[config.mk]
export PLATFORM = sky130hd
export DESIGN_NAME = aud_playback
export DESIGN_NICKNAME = d
export VERILOG_FILES = /design/src/rtl/aud_pkg.sv /design/src/rtl/aud_playback.sv
export SDC_FILE = /design/constraint.sdc
export NUM_CORES = 1
export LEC_CHECK = 0
export BUFFER_PORTS_ARGS = -buffer_cell sky130_fd_sc_hd__buf_2
export CELL_PAD_IN_SITES_DETAIL_PLACEMENT = 1
export CELL_PAD_IN_SITES_GLOBAL_PLACEMENT = 1
export CORE_MARGIN = 3
export CORE_UTILIZATION = 36
export DETAILED_ROUTE_END_ITERATION = 8
export PLACE_DENSITY = 0.81
export RECOVER_POWER = 100
export SLEW_MARGIN = 25
export SYNTH_ARGS = -nofsm -noshare
export SYNTH_HDL_FRONTEND = slang
export SYNTH_SLANG_ARGS = --single-unit
[constraint.sdc]
create_clock -name clk -period 3 [get_ports clk]
set_clock_uncertainty 0.15 [all_clocks]
set_input_delay 0 -clock clk [delete_from_list [all_inputs] [get_ports clk]]
set_output_delay 0 -clock clk [all_outputs]
set_load 0.02 [all_outputs]
[src/rtl/aud_pkg.sv]
// Shared audio package: playback FSM state type, Avalon register indices and
// CTRL/status bit positions used by the capture and playback blocks.
package aud_pkg;

    // Playback engine states
    typedef enum logic [1:0] {
        IDLE  = 2'd0,
        FETCH = 2'd1,
        LOAD  = 2'd2,
        READY = 2'd3
    } pb_state_t;

    // Avalon register indices
    localparam logic [2:0] REG_CTRL = 3'd0;
    localparam logic [2:0] REG_LEN  = 3'd1;
    localparam logic [2:0] REG_GAIN = 3'd2;
    localparam logic [2:0] REG_POS  = 3'd3;

    // CTRL write bit positions
    localparam int unsigned CTRL_START_BIT = 0;
    localparam int unsigned CTRL_LOOP_BIT  = 1;
    localparam int unsigned CTRL_STOP_BIT  = 2;

    // CTRL read (status) bit positions
    localparam int unsigned STAT_PLAYING_BIT  = 0;
    localparam int unsigned STAT_LOOP_BIT     = 1;
    localparam int unsigned STAT_DONE_BIT     = 2;
    localparam int unsigned STAT_UNDERRUN_BIT = 3;

endpackage

[src/rtl/aud_playback.sv]
// aud_playback: Avalon-MM playback engine. Reads signed mono samples
// sequentially from the shared audio BRAM and presents one (attenuated)
// sample to both DAC channels on every advance pulse.
// Ports:
//   clk, reset                    - clock, synchronous active-high reset
//   chipselect/write/read/address/writedata/readdata - Avalon-MM slave
//   advance                       - one pulse per sample period from audio_driver
//   bram_ra / bram_data_out       - BRAM read port (1-cycle read latency)
//   dac_left / dac_right          - DAC samples (identical, mono)
//   playing                       - high while the engine is not IDLE
module aud_playback
    import aud_pkg::*;
#(
    parameter int ADDR_W = 16,
    parameter int DATA_W = 24
) (
    input  logic              clk,
    input  logic              reset,
    input  logic              chipselect,
    input  logic              write,
    input  logic              read,
    input  logic [2:0]        address,
    input  logic [31:0]       writedata,
    output logic [31:0]       readdata,
    input  logic              advance,
    output logic [ADDR_W-1:0] bram_ra,
    input  logic [DATA_W-1:0] bram_data_out,
    output logic [DATA_W-1:0] dac_left,
    output logic [DATA_W-1:0] dac_right,
    output logic              playing
);

    localparam logic [ADDR_W-1:0] ONE_A = ADDR_W'(1);

    pb_state_t         state_q,      state_d;
    logic [ADDR_W-1:0] pos_q,        pos_d;
    logic [ADDR_W-1:0] pos_out_q,    pos_out_d;
    logic [ADDR_W-1:0] len_q,        len_d;
    logic [ADDR_W-1:0] ra_q,         ra_d;
    logic [2:0]        gain_q,       gain_d;
    logic              loop_q,       loop_d;
    logic              done_q,       done_d;
    logic              underrun_q,   underrun_d;
    logic              playing_q,    playing_d;
    logic [DATA_W-1:0] sample_buf_q, sample_buf_d;
    logic [DATA_W-1:0] dac_q,        dac_d;
    logic [31:0]       readdata_q,   readdata_d;

    logic wr_s;
    logic rd_s;
    logic unused_wd_s;

    assign wr_s        = chipselect & write;
    assign rd_s        = chipselect & read;
    assign unused_wd_s = ^writedata[31:ADDR_W];

    // Arithmetic right shift keeps the sample sign (attenuation by 2^sh)
    function automatic logic [DATA_W-1:0] attenuate(input logic [DATA_W-1:0] smp,
                                                     input logic [2:0] sh);
        return $signed(smp) >>> sh;
    endfunction

    // Next-state: register read/clear, playback FSM, then register writes
    always_comb begin
        state_d      = state_q;
        pos_d        = pos_q;
        pos_out_d    = pos_out_q;
        len_d        = len_q;
        ra_d         = ra_q;
        gain_d       = gain_q;
        loop_d       = loop_q;
        done_d       = done_q;
        underrun_d   = underrun_q;
        sample_buf_d = sample_buf_q;
        dac_d        = dac_q;
        readdata_d   = 32'd0;

        // Read clears the sticky flags first so a same-cycle event still sets them
        if (rd_s) begin
            case (address)
                REG_CTRL: begin
                    readdata_d = {28'd0, underrun_q, done_q, loop_q, playing_q};
                    done_d     = 1'b0;
                    underrun_d = 1'b0;
                end
                REG_LEN:  readdata_d = 32'(len_q);
                REG_GAIN: readdata_d = {29'd0, gain_q};
                REG_POS:  readdata_d = 32'(pos_out_q);
                default:  readdata_d = 32'd0;
            endcase
        end else begin
            readdata_d = 32'd0;
        end

        case (state_q)
            IDLE: begin
                // Silence on the DAC once stopped or finished
                if (advance) begin
                    dac_d = '0;
                end else begin
                    dac_d = dac_q;
                end
            end
            FETCH: begin
                if (advance) begin
                    underrun_d = 1'b1;
                end else begin
                    underrun_d = underrun_d;
                end
                state_d = LOAD;
            end
            LOAD: begin
                if (advance) begin
                    underrun_d = 1'b1;
                end else begin
                    underrun_d = underrun_d;
                end
                sample_buf_d = bram_data_out;
                state_d      = READY;
            end
            READY: begin
                if (advance) begin
                    dac_d     = attenuate(sample_buf_q, gain_q);
                    pos_out_d = pos_q;
                    if (pos_q == len_q - ONE_A) begin
                        if (loop_q) begin
                            pos_d   = '0;
                            ra_d    = '0;
                            state_d = FETCH;
                        end else begin
                            done_d  = 1'b1;
                            state_d = IDLE;
                        end
                    end else begin
                        pos_d   = pos_q + ONE_A;
                        ra_d    = ra_q + ONE_A;
                        state_d = FETCH;
                    end
                end else begin
                    state_d = READY;
                end
            end
            default: state_d = IDLE;
        endcase

        // Register writes; STOP overrides START and any FSM transition
        if (wr_s) begin
            case (address)
                REG_CTRL: begin
                    loop_d = writedata[CTRL_LOOP_BIT];
                    if (writedata[CTRL_STOP_BIT]) begin
                        state_d = IDLE;
                    end else if (writedata[CTRL_START_BIT] && (state_q == IDLE)
                                 && (len_q != '0)) begin
                        state_d    = FETCH;
                        pos_d      = '0;
                        ra_d       = '0;
                        done_d     = 1'b0;
                        underrun_d = 1'b0;
                    end else begin
                        state_d = state_d;
                    end
                end
                REG_LEN: begin
                    if (state_q == IDLE) begin
                        len_d = writedata[ADDR_W-1:0];
                    end else begin
                        len_d = len_q;
                    end
                end
                REG_GAIN: gain_d = writedata[2:0];
                default:  gain_d = gain_q;
            endcase
        end else begin
            gain_d = gain_q;
        end

        playing_d = (state_d != IDLE);
    end

    // State and register update with synchronous reset
    always_ff @(posedge clk) begin
        if (reset) begin
            state_q      <= IDLE;
            pos_q        <= '0;
            pos_out_q    <= '0;
            len_q        <= '0;
            ra_q         <= '0;
            gain_q       <= 3'd0;
            loop_q       <= 1'b0;
            done_q       <= 1'b0;
            underrun_q   <= 1'b0;
            playing_q    <= 1'b0;
            sample_buf_q <= '0;
            dac_q        <= '0;
            readdata_q   <= 32'd0;
        end else begin
            state_q      <= state_d;
            pos_q        <= pos_d;
            pos_out_q    <= pos_out_d;
            len_q        <= len_d;
            ra_q         <= ra_d;
            gain_q       <= gain_d;
            loop_q       <= loop_d;
            done_q       <= done_d;
            underrun_q   <= underrun_d;
            playing_q    <= playing_d;
            sample_buf_q <= sample_buf_d;
            dac_q        <= dac_d;
            readdata_q   <= readdata_d;
        end
    end

    assign readdata  = readdata_q;
    assign bram_ra   = ra_q;
    assign dac_left  = dac_q;
    assign dac_right = dac_q;
    assign playing   = playing_q;

endmodule

==> flow_metrics.env, run 1 <==
export IMPL_status="finished, violations left"
export IMPL_violations="setup timing"
export IMPL_fin_tns_setup_ns=-1.85
export IMPL_switching_power_w=0.00105
export IMPL_cp_slowest_cell="or4_4"
export IMPL_cts_buffers=17
export IMPL_synth_edff_count=0
export IMPL_crit_start="len_q[5]"
export IMPL_cap_violations=0
export IMPL_p_sw_frac=0.250
export IMPL_rr_startpoint="len_q[5]"
export IMPL_crit_chain="or4_4 -> o31ai_1 -> o221ai_1 -> a21oi_2 -> nor4b_4 -> buf_4 -> a31oi_2 -> nor2_4 -> buf_12 -> a221o_1"
export IMPL_cts_tree="yes"
export IMPL_die_area_um2=21500
export IMPL_grt_pass1_vias=6961
export IMPL_finalSetupViolations=31
export IMPL_ys_flop_type="dfxtp_1"
export IMPL_grt_usage=0.209
export IMPL_ant_nets=0
export IMPL_ir_drop_mv=0.376
export IMPL_yosys_warnings=0
export IMPL_grt_max_degree=63
export IMPL_path_delay_family="compound AO/OA/AOI/OAI gates"
export IMPL_worst_slack_ns=-0.0903
export IMPL_grt_antenna_before_repair=2
export IMPL_ios=162
export IMPL_final_cell_mix="dfxtp_1, nor2_1, nand2_1, mux2i_1, clkbuf_1"
export IMPL_min_period_ns=3.09
export IMPL_seqPwrFrac=0.443
export IMPL_tightest_slew_ns=1.42
export IMPL_rsz0062_at_grt="yes"
export IMPL_async_reset_ff_frac=0
export IMPL_slowest_delay_ns=0.55
export IMPL_p_per_area_nw_per_um2=455
export IMPL_clkLatencyLatePin_ns=0.42
export IMPL_core_um2=19100
export IMPL_cp_data_required_time_ns=3.16
export IMPL_cts_sinks=137
export IMPL_routedWlPerCell_um=19.0
export IMPL_root_buffer="clkbuf_16"
export IMPL_final_common_cell="dfxtp_1"
export IMPL_start_kind="register"
export IMPL_placedCellCount=1187
export IMPL_hold_viol=0
export IMPL_initial_core_util=0.373
export IMPL_critPathBufInv=2
export IMPL_rows=50
export IMPL_area_growth_syn_to_layout_pct=29.2
export IMPL_gr_total_overflow=0
export IMPL_die_height_um=147
export IMPL_min_from="address[0]"
export IMPL_cts_buffer_depth=2
export IMPL_place_hpwl_um=14900
export IMPL_route_detailed_drc=0
export IMPL_leakagePower_nw=3.74
export IMPL_intPower_w=0.00314
export IMPL_die_width_um=147
export IMPL_placed_area_um2=7960
export IMPL_h_tree_depth=4
export IMPL_rr_worst_depth=10
export IMPL_io_buffers=129
export IMPL_path_class="reg2reg"
export IMPL_layoutNonFillerInstCount=1288
export IMPL_r2r_slack_ns=-0.09
export IMPL_place_gp_congestion=0.870
export IMPL_drtIter0Drc=437
export IMPL_maxSlewViolCount=0
export IMPL_clk_pin_slew_ns=0.06
export IMPL_slew_headroom=0.0502
export IMPL_vias=6949
export IMPL_post_route_period_util=1.03
export IMPL_syn_area_per_cell_um2=8.49
export IMPL_post_synth_num_cell_types=59
export IMPL_drive_gt1_frac=0.173
export IMPL_pwr_share_clk=0.468
export IMPL_grt_pass1_wl_um=36900
export IMPL_nets=1085
export IMPL_netlist_area_um2=7120
export IMPL_min_path_type="in2reg"
export IMPL_postSynthCellCount=839
export IMPL_crit_arrival_ns=3.25
export IMPL_crit_end="pos_q[12]"
export IMPL_finalInstanceArea_um2=9200
export IMPL_wirelength_um=24400
export IMPL_via_per_inst=5.40
export IMPL_p_comb_frac=0.089
export IMPL_yosysSeqAreaShare=0.385
export IMPL_dp_slack_ns=-0.0587
export IMPL_worstSetupEndpointType="register"
export IMPL_cp_depth=10
export IMPL_first_pass_iters=5
export IMPL_ys_ff_latch=137
export IMPL_r2r_end="pos_q[12]"
export IMPL_max_freq_ghz=0.324
export IMPL_path_max_fanout=23
[per-stage QoR]
stage / hold WS (ns) / util / total power (W)
after floorplan: -0.0140 / - / 0.00210
after global placement: 0.0850 / 0.417 / 0.00218
after detailed placement: 0.0959 / 0.417 / 0.00219
after CTS: 0.00919 / 0.478 / 0.00418
after global routing: 0.0300 / 0.482 / 0.00434
final: 0.0254 / 0.482 / 0.00419
[tightest hold or removal path, delay by kind of cell]
kind                   cells  cell delay, ns
AOI/OAI and AO/OA          1            0.07
buffers and inverters      1            0.21
and+or+nand+nor            2            0.27
[how the worst min path moves through the flow]
stage / end / cells after the start
4_1_cts: readdata[3] / 4
2_1_floorplan: len_q[8] / 2
5_1_grt: readdata[3] / 4
3_3_place_gp: sample_buf_q[15] / 3
3_5_place_dp: sample_buf_q[17] / 3
6_report: readdata[3] / 4
[layer usage]
metal  routed length (um)  track usage  share of wire
met1                10800        0.272           0.44
met2                11600        0.346           0.48
met3                 1310       0.0410          0.054
met4                  683       0.0776          0.028
met5                    0            0              0
[Yosys cell counts (all sizes together), types with 3 or more instances]
cell type  number  area, um2
inv             8       30.0
o31ai           4       30.0
buf            55        390
ha              6       75.1
o2bb2ai         4       35.0
nor2          118        450
clkbuf         42        158
nand3          14       70.1
xor2            5       43.8
mux2           15        169
nor4            3       33.8
nand2b          6       40.0
nor2b           3       18.8
a21oi          63        319
a22oi          10       75.1
xnor2          15        131
or2             8       50.1
a22o            7       61.3
and2            7       43.8
dfxtp         137       2740
o22ai           3       18.8
and3           23        144
nor3            9       50.1
nor3b           4       30.0
or3            16        100
or4             3       26.3
o21ai          13       65.1
nand2         101        379
mux2i          89        891
a221o          22        220
[cell type report]
cell class / instances / area (um2)
Fill cell: 2263 / 9880
Multi-Input combinational cell: 610 / 3950
Sequential cell: 137 / 2750
Timing Repair Buffer: 238 / 1600
Clock buffer: 18 / 439
Tap cell: 260 / 325
Clock inverter: 13 / 106
Inverter: 10 / 37.5
Antenna cell: 2 / 5.00
[power by group through the flow]
stage	clock network (W)	registers (W)	logic (W)
finish	0.00196	0.00186	0.000374
global placement	0	0.00189	0.000288
CTS	0.00197	0.00186	0.000350
detailed placement	0	0.00190	0.000294
floorplan	0	0.00189	0.000210
global route	0.00208	0.00186	0.000400
[flip-flops by register name, indices dropped and copies added, names as in the netlist]
name,flops
pos_out_q,16
len_q,16
underrun_q,1
done_q,1
bram_ra,16
pos_q,16
playing,1
gain_q,3
state_q,2
loop_q,1
dac_left,24
readdata,16
sample_buf_q,24
[kinds of logic (layout without fill, tap and decap cells)]
group | count (synthesis) | count (layout) | synth area share
simple gates | 325 | 325 | 0.216
compound gates | 139 | 139 | 0.132
flops | 137 | 137 | 0.385
buf+inv | 107 | 279 | 0.0822
mux | 104 | 104 | 0.149
xor+xnor | 20 | 20 | 0.0246
fa+ha+maj | 6 | 6 | 0.0105
other cells | 1 | 18 | 0.000526
[timing repair]
action	4_1_cts	5_1_grt
pin swaps	1	6
cloned	0	3
hold endpoints to repair	64	0
setup buffers	0	6
resized for setup	4	17
hold buffers	59	0
endpoints found under the setup margin	19	30
Power figures use the tool's default switching activity.
==> run 2, diff against run 1 <==
CORE_MARGIN = 2   (was 3)
CTS_BUF_LIST = sky130_fd_sc_hd__clkbuf_16   (was not set)
PLACE_DENSITY = 0.87   (was 0.81)
==> run 2 against run 1 <==
Net effect: the flow now finishes without violations; wire length grew 8.2%; die area shrank 2.7%; sequential share of layout area grew 0.10 points; maximum frequency grew 4.4%; final area is essentially flat; power grew 5.0%; worst setup slack gained 0.13 ns; non-clock buffer count shrank 10; worst hold slack gained 0.17 ns.
==> flow_metrics.env, run 2 (synthesis results as in run 1) <==
export IMPL_whs_ns=0.195
export IMPL_place_hpwl_um=15300
export IMPL_min_path_type="in2reg"
export IMPL_final_common_cell="dfxtp_1"
export IMPL_finalSetupViolations=0
export IMPL_clkLatencyLatePin_ns=0.44
export IMPL_register_area_um2=2760
export IMPL_n_fill_cell=2338
export IMPL_gr_total_overflow=0
export IMPL_ios=162
export IMPL_maxSlewViolCount=0
export IMPL_placedCellCount=1192
export IMPL_ir_drop_mv=0.376
export IMPL_core_um2=19500
export IMPL_ant_nets=0
export IMPL_grt_max_degree=85
export IMPL_area_growth_syn_to_layout_pct=29.2
export IMPL_grt_pass1_vias=7157
export IMPL_multi_input_area_um2=4040
export IMPL_initial_core_util=0.366
export IMPL_drtIter0Drc=466
export IMPL_worstSetupEndpointType="register"
export IMPL_io_buffers=129
export IMPL_cts_sinks=137
export IMPL_clk_pin_slew_ns=0.07
export IMPL_start_kind="register"
export IMPL_via_per_inst=5.47
export IMPL_cp_slowest_cell="dfxtp_2"
export IMPL_die_height_um=145
export IMPL_cts_buffer_depth=2
export IMPL_vias=7030
export IMPL_final_cell_mix="dfxtp_1, nor2_1, nand2_1, mux2i_1, clkbuf_1"
export IMPL_place_gp_congestion=0.877
export IMPL_path_max_fanout=12
export IMPL_max_freq_ghz=0.338
export IMPL_status="complete, no violations"
export IMPL_finalInstanceArea_um2=9210
export IMPL_min_period_ns=2.96
export IMPL_cts_buffers=17
export IMPL_post_route_period_util=0.987
export IMPL_p_per_area_nw_per_um2=478
export IMPL_rows=51
export IMPL_hold_viol=0
export IMPL_rsz0062_at_grt="yes"
export IMPL_route_detailed_drc=0
export IMPL_h_tree_depth=4
export IMPL_grt_antenna_before_repair=3
export IMPL_routedWlPerCell_um=20.5
export IMPL_die_width_um=145
export IMPL_r2r_slack_ns=0.04
export IMPL_leakagePower_nw=3.69
export IMPL_cp_data_required_time_ns=3.17
export IMPL_first_pass_iters=5
export IMPL_crit_chain="inv_1 -> ha_2 -> xnor2_1 -> nor4_4 -> nand4b_1 -> nor4b_4 -> buf_6 -> a211oi_4 -> buf_12 -> buf_4 -> a221o_1"
export IMPL_grt_pass1_wl_um=39000
export IMPL_slowest_delay_ns=0.37
export IMPL_tightest_slew_ns=1.18
export IMPL_wirelength_um=26400
export IMPL_layoutNonFillerInstCount=1286
export IMPL_cts_tree="yes"
export IMPL_crit_arrival_ns=3.13
export IMPL_grt_usage=0.243
export IMPL_root_buffer="clkbuf_16"
export IMPL_slew_headroom=0.216
export IMPL_cap_violations=0
export IMPL_path_class="reg2reg"
export IMPL_placed_area_um2=7950
export IMPL_die_area_um2=20900
export IMPL_drive_gt1_frac=0.178
export IMPL_nets=1077
-- run 2: final timing paths --
check,cells past startpoint,start,end
max,11,len_q[0],bram_ra[11]
min,4,bram_data_out[4],sample_buf_q[4]
max reg2reg,11,len_q[0],bram_ra[11]
min reg2reg,2,pos_out_q[4],pos_out_q[4]
-- run 2: critical path, delay by kind of cell (launching register included) --
family | cells | cell delay (ns)
buffers and inverters | 4 | 0.57
AO/OA/AOI/OAI | 2 | 0.37
adder cells (fa/ha/maj) | 1 | 0.26
XOR/XNOR | 1 | 0.18
AND/OR/NAND/NOR | 3 | 0.93
flip-flops | 1 | 0.37
-- run 2: through the flow --
stage                     setup TNS (ns)  utilization  total power [W]  worst slack [ns]
after detailed placement           -4.30        0.408          0.00219            -0.193
after global placement             -1.05        0.408          0.00218           -0.0772
after CTS                              0        0.470          0.00437           0.00927
final                                  0        0.473          0.00440            0.0390
after floorplan                        0            -          0.00210            0.0877
after global routing               -1.07        0.473          0.00453           -0.0821
-- run 2: area by class of cell --
class | count | share of cell area
diodes | 2 | 0.000544
clock buffers | 17 | 0.0462
clock inverters | 15 | 0.0181
inverters | 10 | 0.00408
multi-input cells | 612 | 0.439
flip-flops and latches | 137 | 0.299
well taps | 265 | 0.0360
repair buffers | 228 | 0.156
-- run 2: report_power, final --
group,total [W],switching (W),internal [W]
Combinational,0.000400,0.000231,0.000169
Sequential,0.00186,0.0000201,0.00184
Clock,0.00215,0.000908,0.00124
-- run 2: layer usage --
layer	share of wire	vias to the layer above	track usage
met5	0.00049	-	0
met4	0.037	2	0.117
met3	0.066	83	0.0503
met2	0.49	310	0.410
met1	0.41	3425	0.297
li1	-	3210	-
-- run 2: repair_timing --
action / 4_1_cts / 5_1_grt
hold buffers: 52 / 0
endpoints found under the setup margin: 32 / 32
resized for setup: 7 / 28
gates cloned: 1 / 1
pin swaps: 1 / 10
hold endpoints to repair: 62 / 0
setup buffers: 2 / 5
==> run 3, diff against run 2 <==
ABC_AREA = 1   (was not set)
CORE_UTILIZATION = 35   (was 36)
PLACE_DENSITY = 0.88   (was 0.87)
==> run 3 against run 2 <==
Net effect: the flow now finishes with violations (capacitance limit, slew limit); synthesized cell count increased by 35%; die area increased by 10%; power increased by 12%; flip-flop and latch count unchanged; final area increased by 1.7%; sequential power increased by 3%; combinational power increased by 32%; critical path depth increased by 1; largest cell class unchanged.
==> flow_metrics.env, run 3 <==
export IMPL_status="finished, violations left"
export IMPL_violations="capacitance limit, slew limit"
export IMPL_netlist_area_um2=7650
export IMPL_path_max_fanout=14
export IMPL_yosys_top_cells_area="dfxtp_1, nand2_1, o21ai_0, nor2_1, a21oi_1"
export IMPL_clk_pin_slew_ns=0.06
export IMPL_crit_chain="inv_1 -> ha_1 -> nand3_2 -> nor2_4 -> nand2_2 -> o211ai_1 -> nor2_1 -> nand2_1 -> nand2_1 -> clkbuf_4 -> a21oi_1 -> dlygate4sd3_1"
export IMPL_worstSetupEndpointType="register"
export IMPL_finalSetupViolations=0
export IMPL_cts_setup_buffers=0
export IMPL_cts_sinks=137
export IMPL_wirelength_um=28000
export IMPL_slew_headroom=-0.0225
export IMPL_initial_core_util=0.354
export IMPL_ys_flop_type="dfxtp_1"
export IMPL_tightest_slew_ns=1.53
export IMPL_crit_arrival_ns=3.00
export IMPL_die_area_um2=23100
export IMPL_start_kind="register"
export IMPL_placed_area_um2=8300
export IMPL_place_gp_congestion=0.843
export IMPL_post_route_period_util=0.927
export IMPL_yosysMostFrequentCell="nand2_1"
export IMPL_post_synth_num_cell_types=49
export IMPL_nets=1342
export IMPL_cts_buffers=17
export IMPL_die_width_um=152
export IMPL_io_buffers=129
export IMPL_yosysSeqAreaShare=0.358
export IMPL_register_area_um2=2740
export IMPL_first_pass_iters=5
export IMPL_final_common_cell="nand2_1"
export IMPL_min_period_ns=2.78
export IMPL_p_per_area_nw_per_um2=525
export IMPL_core_um2=21600
export IMPL_root_buffer="clkbuf_16"
export IMPL_via_per_inst=5.26
export IMPL_grt_usage=0.240
export IMPL_multi_input_area_um2=4020
export IMPL_yosysTopAreaCell="dfxtp_1"
export IMPL_fin_tns_setup_ns=0
export IMPL_drive_gt1_frac=0.107
export IMPL_final_cell_mix="nand2_1, dfxtp_1, nor2_1, o21ai_0, inv_1"
export IMPL_syn_area_per_cell_um2=6.76
export IMPL_routedWlPerCell_um=17.8
export IMPL_vias=8249
export IMPL_ios=162
export IMPL_n_fill_cell=2846
export IMPL_min_path_type="in2reg"
export IMPL_synth_edff_count=0
export IMPL_hold_viol=0
export IMPL_gr_total_overflow=0
export IMPL_ir_drop_mv=0.386
export IMPL_grt_max_degree=34
export IMPL_max_freq_ghz=0.360
export IMPL_grt_antenna_before_repair=4
export IMPL_finalInstanceArea_um2=9360
export IMPL_ys_ff_latch=137
export IMPL_cap_violations=1
export IMPL_cts_buffer_depth=2
export IMPL_route_detailed_drc=0
export IMPL_maxSlewViolCount=34
export IMPL_path_common_cell="nand2_1"
export IMPL_postSynthCellCount=1132
export IMPL_critPathBufInv=3
export IMPL_die_height_um=152
export IMPL_ant_nets=0
export IMPL_path_class="reg2reg"
export IMPL_path_delay_family="buffers and inverters"
export IMPL_async_reset_ff_frac=0
export IMPL_leakagePower_nw=3.95
export IMPL_place_hpwl_um=18200
export IMPL_cts_tree="yes"
export IMPL_synth_commonest_cells="nand2_1, dfxtp_1, nor2_1"
export IMPL_rsz0062_at_grt="no"
export IMPL_clkLatencyLatePin_ns=0.43
export IMPL_cts_resized=0
export IMPL_yosys_warnings=0
export IMPL_cp_data_required_time_ns=3.22
export IMPL_slowest_delay_ns=0.56
export IMPL_postCtsHoldBufs=52
export IMPL_grt_pass1_wl_um=45000
export IMPL_grt_pass1_vias=8331
export IMPL_area_growth_syn_to_layout_pct=22.3
export IMPL_rows=54
export IMPL_yosys_area_top_type_share=0.358
export IMPL_cp_slowest_cell="dlygate4sd3_1"
export IMPL_drtIter0Drc=585
export IMPL_h_tree_depth=4
-- run 3: tightest hold or removal path, delay by kind of cell --
family,cells,cell delay (ns)
simple gates,2,0.12
buf+inv,3,0.37
compound gates,1,0.05
-- run 3: final timing paths --
kind                              startpoint     endpoint  slack [ns]  cells after the start
worst min-delay path              address[1]  readdata[5]        0.02                      6
worst max register to register      len_q[1]   underrun_q        0.22                     12
worst min register to register  pos_out_q[5]  readdata[5]        0.31                      2
worst max-delay path                len_q[1]   underrun_q        0.22                     12
-- run 3: layout make-up --
cell class | count | area share
multi-input combinational | 820 | 0.429
sequential | 137 | 0.293
timing repair buffer | 202 | 0.129
clock buffer | 17 | 0.0454
tap | 280 | 0.0374
inverter | 93 | 0.0373
clock inverter | 15 | 0.0273
antenna | 4 | 0.00107
-- run 3: metal layers --
layer,wire length (um),global-route usage
met5,0,0
met3,2010,0.0468
met2,13000,0.390
met1,12000,0.312
met4,978,0.101
-- run 3: stage by stage --
stage,setup slack [ns],std cells,util,power (W),hold slack (ns)
2_1_floorplan,0.834,1147,-,0.00225,-0.0151
3_3_place_gp,0.373,1480,0.384,0.00236,0.0736
3_5_place_dp,0.343,1480,0.384,0.00238,0.0825
4_1_cts,0.284,1564,0.440,0.00489,0.00961
5_1_grt,0.0192,1568,0.433,0.00507,0.0376
6_report,0.219,1568,0.433,0.00491,0.0177
-- run 3: power breakdown --
group	internal, W	total (W)	switching, W
Combinational	0.000180	0.000527	0.000347
Clock	0.00163	0.00248	0.000846
Sequential	0.00186	0.00191	0.0000450
Total	0.00367	0.00491	0.00124
-- run 3: logic make-up after synthesis --
logic type               Yosys count  share of synthesized area
AND/OR/NAND/NOR                  526                      0.297
multiplexers                       4                    0.00523
AO/OA/AOI/OAI                    246                      0.183
flip-flops                       137                      0.358
buffers and inverters            190                      0.119
XOR/XNOR                          22                     0.0270
other                              1                   0.000490
adder cells (fa/ha/maj)            6                    0.00981
